==> src/rtl/count_monitor_if.sv <==
// count_monitor_if
//   Bundles the monitored count and the monitor's status outputs so the
//   counter side and the monitor side each see one connection.
//
//   Parameters
//     WIDTH  width of the monitored count D
//     CNT_W  width of the wrap and error counters
//
//   Signals
//     D          count value from the upstream counter
//     locked     monitor is locked onto the +1 sequence
//     wrap       one-cycle pulse on a locked max->0 step
//     seq_err    one-cycle pulse on an illegal step while locked
//     wraps      wrap counter (rolls over)
//     err_count  sequence error counter (saturates)
//
//   Modports
//     master  upstream/environment side: drives D, observes status
//     slave   the monitor: samples D, drives status
interface count_monitor_if #(
  parameter int WIDTH = 4,
  parameter int CNT_W = 8
);
  logic [WIDTH-1:0] D;
  logic             locked;
  logic             wrap;
  logic             seq_err;
  logic [CNT_W-1:0] wraps;
  logic [CNT_W-1:0] err_count;

  modport master (
    output D,
    input  locked, wrap, seq_err, wraps, err_count
  );

  modport slave (
    input  D,
    output locked, wrap, seq_err, wraps, err_count
  );
endinterface

==> src/rtl/count_monitor.sv <==
// count_monitor
//   Watches a free-running WIDTH-bit counter sampled every clock. It locks
//   once SYNC_LEN consecutive +1 steps have been seen, then pulses wrap on
//   every max->0 step and pulses seq_err (dropping lock) on any step that
//   breaks the sequence. Wrap and error counts are kept for debug display.
//
//   Parameters
//     WIDTH     width of the monitored count
//     SYNC_LEN  consecutive legal steps needed to lock (1..255)
//     CNT_W     width of the wraps / err_count counters
//
//   Ports
//     clk    rising-edge clock shared with the upstream counter
//     reset  asynchronous, active-low reset
//     mon    count_monitor_if.slave: D in; locked, wrap, seq_err,
//            wraps, err_count out (all registered)
//
//   Build option
//     COUNT_MONITOR_STALL_EN  when defined, a hold step (D == previous D)
//                             is neutral in every state, so an upstream
//                             counter with a clock enable does not raise
//                             errors or lose lock. When undefined a hold
//                             is an illegal step.
module count_monitor #(
  parameter int WIDTH    = 4,
  parameter int SYNC_LEN = 2,
  parameter int CNT_W    = 8
) (
  input  logic            clk,
  input  logic            reset,
  count_monitor_if.slave  mon
);

  typedef enum logic [1:0] {
    IDLE,
    SYNC,
    LOCKED
  } state_t;

  localparam logic [8:0] SYNC_LEN9 = 9'(SYNC_LEN);

  state_t           state, state_n;
  logic [WIDTH-1:0] prev;
  logic [7:0]       run, run_n;
  logic             locked_q, locked_n;
  logic             wrap_q, wrap_n;
  logic             seq_err_q, seq_err_n;
  logic [CNT_W-1:0] wraps_q, wraps_n;
  logic [CNT_W-1:0] err_q, err_n;

  logic [WIDTH-1:0] expect_d;
  logic             step_legal;
  logic             step_wrap;
  logic             step_neutral;
  logic [8:0]       run_inc;

  // Step classification. The +1 is done in WIDTH bits so max->0 counts as
  // a legal step; a wrap is simply a legal step out of the all-ones value.
  assign expect_d   = prev + WIDTH'(1);
  assign step_legal = (mon.D == expect_d);
  assign step_wrap  = step_legal && (prev == '1);
  assign run_inc    = {1'b0, run} + 9'd1;

  // A neutral step leaves state, run and counters untouched. Only a hold
  // can be neutral, and only when stalls are tolerated.
`ifdef COUNT_MONITOR_STALL_EN
  assign step_neutral = (mon.D == prev);
`else
  assign step_neutral = 1'b0;
`endif

  // Next-state and next-output logic. Pulses default low so wrap and
  // seq_err last exactly one cycle; they come from mutually exclusive
  // branches of the LOCKED case and can never be high together.
  always_comb begin
    state_n   = state;
    run_n     = run;
    wrap_n    = 1'b0;
    seq_err_n = 1'b0;
    wraps_n   = wraps_q;
    err_n     = err_q;

    case (state)
      IDLE: begin
        state_n = SYNC;
        run_n   = 8'd0;
      end

      // Wrap steps here only advance run; lock is not yet trusted enough
      // to report wraps. Breaks restart the run silently.
      SYNC: begin
        if (step_legal) begin
          if (run_inc == SYNC_LEN9) begin
            state_n = LOCKED;
            run_n   = 8'd0;
          end else begin
            run_n = run_inc[7:0];
          end
        end else if (!step_neutral) begin
          run_n = 8'd0;
        end
      end

      LOCKED: begin
        if (step_legal) begin
          if (step_wrap) begin
            wrap_n  = 1'b1;
            wraps_n = wraps_q + CNT_W'(1);
          end
        end else if (!step_neutral) begin
          seq_err_n = 1'b1;
          if (err_q != '1) begin
            err_n = err_q + CNT_W'(1);
          end
          state_n = SYNC;
          run_n   = 8'd0;
        end
      end

      default: begin
        state_n = IDLE;
        run_n   = 8'd0;
      end
    endcase

    locked_n = (state_n == LOCKED);
  end

  // State and output registers. prev follows D on every edge once out of
  // reset so each edge judges exactly one (prev, D) step.
  always_ff @(posedge clk or negedge reset) begin
    if (!reset) begin
      state     <= IDLE;
      prev      <= '0;
      run       <= 8'd0;
      locked_q  <= 1'b0;
      wrap_q    <= 1'b0;
      seq_err_q <= 1'b0;
      wraps_q   <= '0;
      err_q     <= '0;
    end else begin
      state     <= state_n;
      prev      <= mon.D;
      run       <= run_n;
      locked_q  <= locked_n;
      wrap_q    <= wrap_n;
      seq_err_q <= seq_err_n;
      wraps_q   <= wraps_n;
      err_q     <= err_n;
    end
  end

  assign mon.locked    = locked_q;
  assign mon.wrap      = wrap_q;
  assign mon.seq_err   = seq_err_q;
  assign mon.wraps     = wraps_q;
  assign mon.err_count = err_q;

endmodule

==> src/flat_wrapper.sv <==
// flat-port wrapper written by rule: the top's interface ports become plain ports
module count_monitor_flat 
#(
  parameter int WIDTH    = 4,
  parameter int SYNC_LEN = 2,
  parameter int CNT_W    = 8
)
  (clk, reset, mon_D, mon_locked, mon_wrap, mon_seq_err, mon_wraps, mon_err_count);
  count_monitor_if #(.WIDTH(WIDTH), .CNT_W(CNT_W)) mon_i ();
  input  logic clk;
  input  logic reset;
  input wire logic [$bits(mon_i.D)-1:0] mon_D;
  output wire logic [$bits(mon_i.locked)-1:0] mon_locked;
  output wire logic [$bits(mon_i.wrap)-1:0] mon_wrap;
  output wire logic [$bits(mon_i.seq_err)-1:0] mon_seq_err;
  output wire logic [$bits(mon_i.wraps)-1:0] mon_wraps;
  output wire logic [$bits(mon_i.err_count)-1:0] mon_err_count;
  assign mon_i.D = mon_D;
  assign mon_locked = mon_i.locked;
  assign mon_wrap = mon_i.wrap;
  assign mon_seq_err = mon_i.seq_err;
  assign mon_wraps = mon_i.wraps;
  assign mon_err_count = mon_i.err_count;
  count_monitor #(.WIDTH(WIDTH), .SYNC_LEN(SYNC_LEN), .CNT_W(CNT_W)) u_core (.clk(clk), .reset(reset), .mon(mon_i));
endmodule
==> config.mk <==
export PLATFORM = sky130hd
export DESIGN_NAME = count_monitor_flat
export DESIGN_NICKNAME = d
export VERILOG_FILES = /design/src/rtl/count_monitor_if.sv /design/src/rtl/count_monitor.sv /design/src/flat_wrapper.sv
export SDC_FILE = /design/constraint.sdc
export NUM_CORES = 1
export LEC_CHECK = 0
export ABC_AREA = 1
export CORE_AREA = 5 5 86 88
export CTS_BUF_LIST = sky130_fd_sc_hd__clkbuf_4 sky130_fd_sc_hd__clkbuf_8
export DETAILED_ROUTE_END_ITERATION = 7
export DIE_AREA = 0 0 91 93
export PLACE_DENSITY = 0.51
export SYNTH_ARGS = -nofsm -noshare
export SYNTH_HDL_FRONTEND = slang
export SYNTH_SLANG_ARGS = --single-unit
==> constraint.sdc <==
create_clock -name clk -period 1.7 [get_ports clk]
set_input_delay 0.255 -clock clk [delete_from_list [all_inputs] [get_ports clk]]
set_output_delay 0.255 -clock clk [all_outputs]
set_load 0.005 [all_outputs]
==> metrics.cfg, run 1 <==
[grt]
grt_max_degree = 34
grt_pass1_wl_um = 6590
antenna_found_initial = 0
grt_usage = 0.0959
grt_pass1_vias = 1467
overflow = 0

[sta]
slew_violations = 0
finalClockSkew_ns = 0.00725
finalCritPeriodShare = 0.981
hold_violations = 0
worst_pin_slew_ns = 0.444
grt_setup_unrepaired = yes
fmax_mhz = 600
holdWs_ns = 0.374
min_period_ns = 1.67
slew_headroom = 0.704
setup-violations-final = 0

[yosys]
ys_async_sr_fraction = 1.00
ys_types = 27
ys.flop_type = dfrtp_1
synth.top_cells.by_count = nand2_1, dfrtp_1, inv_1
synth_area_um2 = 1900
yosys_register_bits = 33
seq_area_frac_synth = 0.435
synthTopCellsByArea = dfrtp_1, nand2_1, inv_1
yosysTopAreaCell = dfrtp_1
postSynthNetCount = 242
synth.top_cell.area_share = 0.435
synth_edf_count = 0
syn_avg_cell_area_um2 = 8.21
synth.most_common_cell = nand2_1
yosysWarnings = 0
synthCells = 231

[clocking]
insertion_delay_ns = 0.29
cts_tree = yes
htree_levels = 2
clkSinkCount = 33
root_buffer = clkbuf_8
cts.clk_slew.worst_paths_ns = 0.07
cts_buffer_depth = 2
cts_inserted_buffers = 5

[floorplan]
fp.coreArea_um2 = 6570
fp-row-count = 30
die_h_um = 93
die-area_um2 = 8460
io_pins = 25
start_util = 0.289
die_x_um = 91

[route]
drt_iter0_markers = 61
vias = 1533
vias_per_cell = 4.29
drc = 0
first_pass_iters = 4
wl_per_cell_um = 10.6
wl_um = 3790
ant_nets = 0

[setup_path]
arrival_ns = 1.90
critical_path_class = flop to flop
cp_max_fo = 6
cp_data_required_time_ns = 1.93
crit_path_end_kind = flop
start_kind = flop

[cells_and_area]
drive_gt1_frac = 0.217
area_growth_pct = 31.3
final_cell_area_um2 = 2490
antenna_cells = 0
stdcell_count = 357
fillCellCount = 667
nets = 287

[place]
portBuffers = 24
hpwl_um = 2790
dp_cells = 344
placed_area_um2 = 2300
gp_congestion = 0.731

[pwr]
cellLeakagePower_nw = 1.15
power_w = 0.00171
power_density_nw_per_um2 = 686
ir_drop_mv = 0.304

[worst_hold_path]
hold_path_class = primary input to asynchronous set/reset pin

[flow_run]
drv_cap = 0

[run_status]
status = complete, no violations

## path summary, 6_finish.rpt
path                       slack (ns)                    start                 endpoint  depth (start not counted)
setup reg to reg                 0.03           u_core.prev[0]            u_core.run[1]                          9
setup / recovery                 0.03           u_core.prev[0]            u_core.run[1]                          9
hold reg to reg                  0.52  u_core.mon.err_count[4]  u_core.mon.err_count[4]                          2
max in group asynchronous        1.01                    reset       u_core.mon.seq_err                          2
min in group clk                 0.45                 mon_D[1]           u_core.prev[1]                          1
hold / removal                   0.37                    reset           u_core.prev[2]                          2
## timing repair
| item | 4_1_cts | 5_1_grt |
|---|---|---|
| hold buffers | 0 | 0 |
| setup buffers | 3 | 2 |
| resized for setup | 0 | 10 |
| setup endpoints to repair | 9 | 28 |
| pin swaps | 1 | 6 |
## critical path: stages, from the launching register on
cell     delay (ns)
dfrtp_1        0.38
ha_1           0.30
xnor2_1        0.13
nand2_1        0.11
nor2_4         0.14
nand2_4        0.10
nor2_4         0.20
buf_4          0.14
nand2_1        0.05
nand2_1        0.06
## through the flow
step	setup slack (ns)	TNS [ns]	util
floorplan	0.0809	0	-
global placement	-0.0885	-1.59	0.350
detailed placement	-0.102	-1.91	0.350
CTS	-0.00209	-0.00209	0.371
global route	-0.147	-2.12	0.379
finish	0.0320	0	0.379
## report_power, final
group / internal (W) / switching, W / leakage, nW
clock: 0.000494 / 0.000297 / 0.0619
combinational: 0.0000487 / 0.0000705 / 0.640
sequential: 0.000793 / 0.00000579 / 0.446
total: 0.00134 / 0.000373 / 1.15
## cell families after synthesis
| group | synth area share |
|---|---|
| XOR/XNOR | 0.0732 |
| buffers and inverters | 0.0792 |
| flip-flops | 0.435 |
| AND/OR/NAND/NOR | 0.315 |
| adder cells (fa/ha/maj) | 0.0330 |
| AO/OA/AOI/OAI | 0.0640 |
## layer usage
layer	global-route usage	vias up	share of wire
met5	0	-	0
met4	0.0477	0	0.024
li1	-	807	-
met2	0.148	32	0.45
met3	0.0265	7	0.047
met1	0.123	687	0.48
## cell usage in the layout (no fill, tap or decap), types with 6 or more instances in the layout
master            n
dfrtp_1          33
o21ai_2           9
clkdlybuf4s50_1  24
nand3_1          13
clkbuf_8          6
inv_1            29
nand2_1          71
nand2_2           6
nor2_1           16
xor2_1            8
buf_4            15
## layout make-up
class                      count  area [µm²]  share of cell area
multi-input combinational    162         953               0.383
sequential                    33         826               0.331
timing repair buffer          40         364               0.146
inverter                      34         128              0.0512
tap                           80         100              0.0402
clock buffer                   7        90.1              0.0362
clock inverter                 1        30.0              0.0121
## registers in the layout (all words and copies together) (netlist names)
| signal | flops |
|---|---|
| u_core.mon.err_count | 8 |
| u_core.mon.wraps | 8 |
| u_core.mon.wrap | 1 |
| u_core.mon.locked | 1 |
| u_core.run | 8 |
| u_core.state | 2 |
| u_core.prev | 4 |
| u_core.mon.seq_err | 1 |
Power figures use the tool's default switching activity.
==> inputs of run 2 (changes only) <==
--- a/config.mk
+++ b/config.mk
@@ -6,6 +6,7 @@
 export NUM_CORES = 1
 export LEC_CHECK = 0
 export ABC_AREA = 1
+export ABC_CLOCK_PERIOD_IN_PS = 1700
 export CORE_AREA = 5 5 86 88
 export CTS_BUF_LIST = sky130_fd_sc_hd__clkbuf_4 sky130_fd_sc_hd__clkbuf_8
 export DETAILED_ROUTE_END_ITERATION = 7
==> results of run 2 <==
Same layout as run 1: the final DEF is identical, and so are final timing and power.
==> inputs of run 3 (changes only) <==
--- a/config.mk
+++ b/config.mk
@@ -7,11 +7,13 @@
 export LEC_CHECK = 0
 export ABC_AREA = 1
 export ABC_CLOCK_PERIOD_IN_PS = 1700
+export CELL_PAD_IN_SITES_DETAIL_PLACEMENT = 1
+export CELL_PAD_IN_SITES_GLOBAL_PLACEMENT = 1
 export CORE_AREA = 5 5 86 88
 export CTS_BUF_LIST = sky130_fd_sc_hd__clkbuf_4 sky130_fd_sc_hd__clkbuf_8
 export DETAILED_ROUTE_END_ITERATION = 7
 export DIE_AREA = 0 0 91 93
-export PLACE_DENSITY = 0.51
+export PLACE_DENSITY = 0.64
 export SYNTH_ARGS = -nofsm -noshare
 export SYNTH_HDL_FRONTEND = slang
 export SYNTH_SLANG_ARGS = --single-unit
==> run 3 against run 2 <==
Compared with the run above:
- critical path depth unchanged
- clock skew fell by 0.0011 ns
- worst hold slack improved by 0.0075 ns
==> metrics.cfg, run 3 (same netlist as run 1, synthesis figures left out) <==
[run_status]
status = complete, no violations  ; unchanged

[clocking]
cts_hold_buf = 0  ; unchanged
cts_buffer_depth = 2  ; unchanged
clkSinkCount = 33  ; unchanged
insertion_delay_ns = 0.29  ; about the same
cts_tree = yes  ; unchanged
htree_levels = 2  ; unchanged
cts_inserted_buffers = 5  ; unchanged
cts.clk_slew.worst_paths_ns = 0.07  ; about the same
root_buffer = clkbuf_8  ; unchanged

[worst_hold_path]
hold_path_class = primary input to asynchronous set/reset pin  ; unchanged

[grt]
antenna_found_initial = 0  ; unchanged
grt_max_degree = 34  ; unchanged
overflow = 0  ; unchanged
grt_pass1_wl_um = 7560  ; was 6590 µm
grt_pass1_vias = 1643  ; was 1467
grt_usage = 0.110  ; was 0.0959

[floorplan]
die-area_um2 = 8460  ; unchanged
fp.coreArea_um2 = 6570  ; unchanged
start_util = 0.289  ; unchanged
die_x_um = 91  ; unchanged
fp-row-count = 30  ; unchanged
die_h_um = 93  ; unchanged
io_pins = 25  ; unchanged

[setup_path]
start_kind = flop  ; unchanged
worstRegToRegCells = 9  ; unchanged
cp_max_fo = 5  ; was 6
cp_slowest_cell = dfrtp_1  ; unchanged
worst-path-buf-inv = 1  ; unchanged
r2r-start = u_core.prev[1]  ; was u_core.prev[0]
critical_path_class = flop to flop  ; unchanged
reg2reg_setup_slack_ns = 0.01  ; was 0.03 ns
arrival_ns = 1.90  ; about the same
cp_top_family = simple AND/OR/NAND/NOR gates  ; unchanged
r2r_end = u_core.run[5]  ; was u_core.run[1]
crit_chain = ha_1 -> xnor2_1 -> nand2_1 -> nor2_4 -> buf_4 -> nand3_4 -> nor2_4 -> nand2_1 -> o21ai_2  ; was ha_1 -> xnor2_1 -> nand2_1 -> nor2_4 -> nand2_4 -> nor2_4 -> buf_4 -> nand2_1 -> nand2_1
crit_path_end_kind = flop  ; unchanged
slowest_delay_ns = 0.39  ; was 0.38 ns
cp_data_required_time_ns = 1.92  ; was 1.93 ns

[sta]
slew_violations = 0  ; unchanged
fin_ws_ns = 0.0144  ; was 0.0320 ns
min_period_ns = 1.69  ; was 1.67 ns
grt_setup_unrepaired = yes  ; unchanged
slew_headroom = 0.696  ; was 0.704
tns_ns = 0  ; unchanged
finalClockSkew_ns = 0.00612  ; was 0.00725 ns
setup-violations-final = 0  ; unchanged
finalCritPeriodShare = 0.992  ; was 0.981
fmax_mhz = 593  ; was 600 MHz
worst_pin_slew_ns = 0.456  ; was 0.444 ns
hold_violations = 0  ; unchanged

[route]
wl_per_cell_um = 12.6  ; was 10.6 µm
wl_um = 4510  ; was 3790 µm
ant_nets = 0  ; unchanged
drc = 0  ; unchanged
first_pass_iters = 4  ; unchanged
vias = 1631  ; was 1533
vias_per_cell = 4.57  ; was 4.29
drt_iter0_markers = 43  ; was 61

[cells_and_area]
drive_gt1_frac = 0.235  ; was 0.217
final_cell_area_um2 = 2540  ; was 2490 µm²
nets = 287  ; unchanged
area_growth_pct = 34.2  ; was 31.3%
final_cell_mix = nand2_1, dfrtp_1, inv_1  ; unchanged
final_util = 0.387  ; was 0.379
fillCellCount = 792  ; was 667
multi_input_area_um2 = 996  ; was 953 µm²
stdcell_count = 357  ; unchanged
antenna_cells = 0  ; unchanged
final_common_cell = nand2_1  ; unchanged
regArea_um2 = 826  ; unchanged

[place]
hpwl_um = 3160  ; was 2790 µm
portBuffers = 24  ; unchanged
gp_congestion = 0.748  ; was 0.731
dp_cells = 343  ; was 344
place_ws_ns = -0.139  ; was -0.102 ns
placed_area_um2 = 2300  ; about the same

[flow_run]
drv_cap = 0  ; unchanged

[pwr]
ir_drop_mv = 0.293  ; was 0.304 mV
power_frac_comb = 0.077  ; was 0.070
clkPwrFrac = 0.461  ; was 0.463
power_switching_w = 0.000389  ; was 0.000373 W
p_seq_frac = 0.462  ; was 0.467
cellLeakagePower_nw = 1.16  ; was 1.15 nW
p_int_w = 0.00134  ; about the same
swShare = 0.225  ; was 0.218
power_density_nw_per_um2 = 679  ; was 686 nW/µm²

[run 3: cell types whose count changed in the layout (fill, tap and decap cells not counted), sizes merged]
cell | previous run | this run
nand3 | 19 | 20
buf | 16 | 15
[run 3: final cells by class]
cell class                      count  area share
Inverter                           34      0.0511
Sequential cell                    33       0.324
Multi-Input combinational cell    163       0.391
Clock buffer                        7      0.0354
Tap cell                           80      0.0393
Timing Repair Buffer               39       0.147
Clock inverter                      1      0.0118
[run 3: power by group through the flow]
stage | Clock (W) | Combinational [W] | Sequential, W
global route | 0.000861 | 0.000147 | 0.000800
CTS | 0.000826 | 0.000124 | 0.000799
global placement | 0 | 0.000116 | 0.000814
detailed placement | 0 | 0.000118 | 0.000814
floorplan | 0 | 0.0000564 | 0.000815
finish | 0.000797 | 0.000132 | 0.000799
[run 3: per-stage QoR]
step	total power, W	hold slack (ns)
global placement	0.000930	0.508
floorplan	0.000872	-0.0406
global route	0.00181	0.425
finish	0.00173	0.382
CTS	0.00175	0.395
detailed placement	0.000932	0.506
[run 3: timing repair]
item                       in CTS  in global routing
resized for setup               5                 17
setup endpoints to repair      16                 28
buffers inserted                4                  1
gates cloned                    0                  1
pin swaps                       6                  8
[run 3: layer usage]
layer,GRT usage,vias up,share of wire
met1,0.139,798,0.46
met2,0.177,22,0.49
met3,0.0298,6,0.031
met4,0.0477,0,0.019
met5,0,-,0
li1,-,805,-
[run 3: worst max-delay path by stage]
stage | cells past startpoint | start | endpoint | slack, ns
floorplan | 9 | u_core.prev[0] | u_core.mon.wraps[0] | 0.08
finish | 9 | u_core.prev[1] | u_core.run[5] | 0.01
global route | 10 | u_core.prev[1] | u_core.mon.wraps[1] | -0.09
global placement | 10 | mon_D[3] | u_core.mon.wraps[1] | -0.13
detailed placement | 10 | mon_D[3] | u_core.mon.wraps[0] | -0.14
CTS | 9 | u_core.prev[0] | u_core.mon.err_count[5] | -0.02
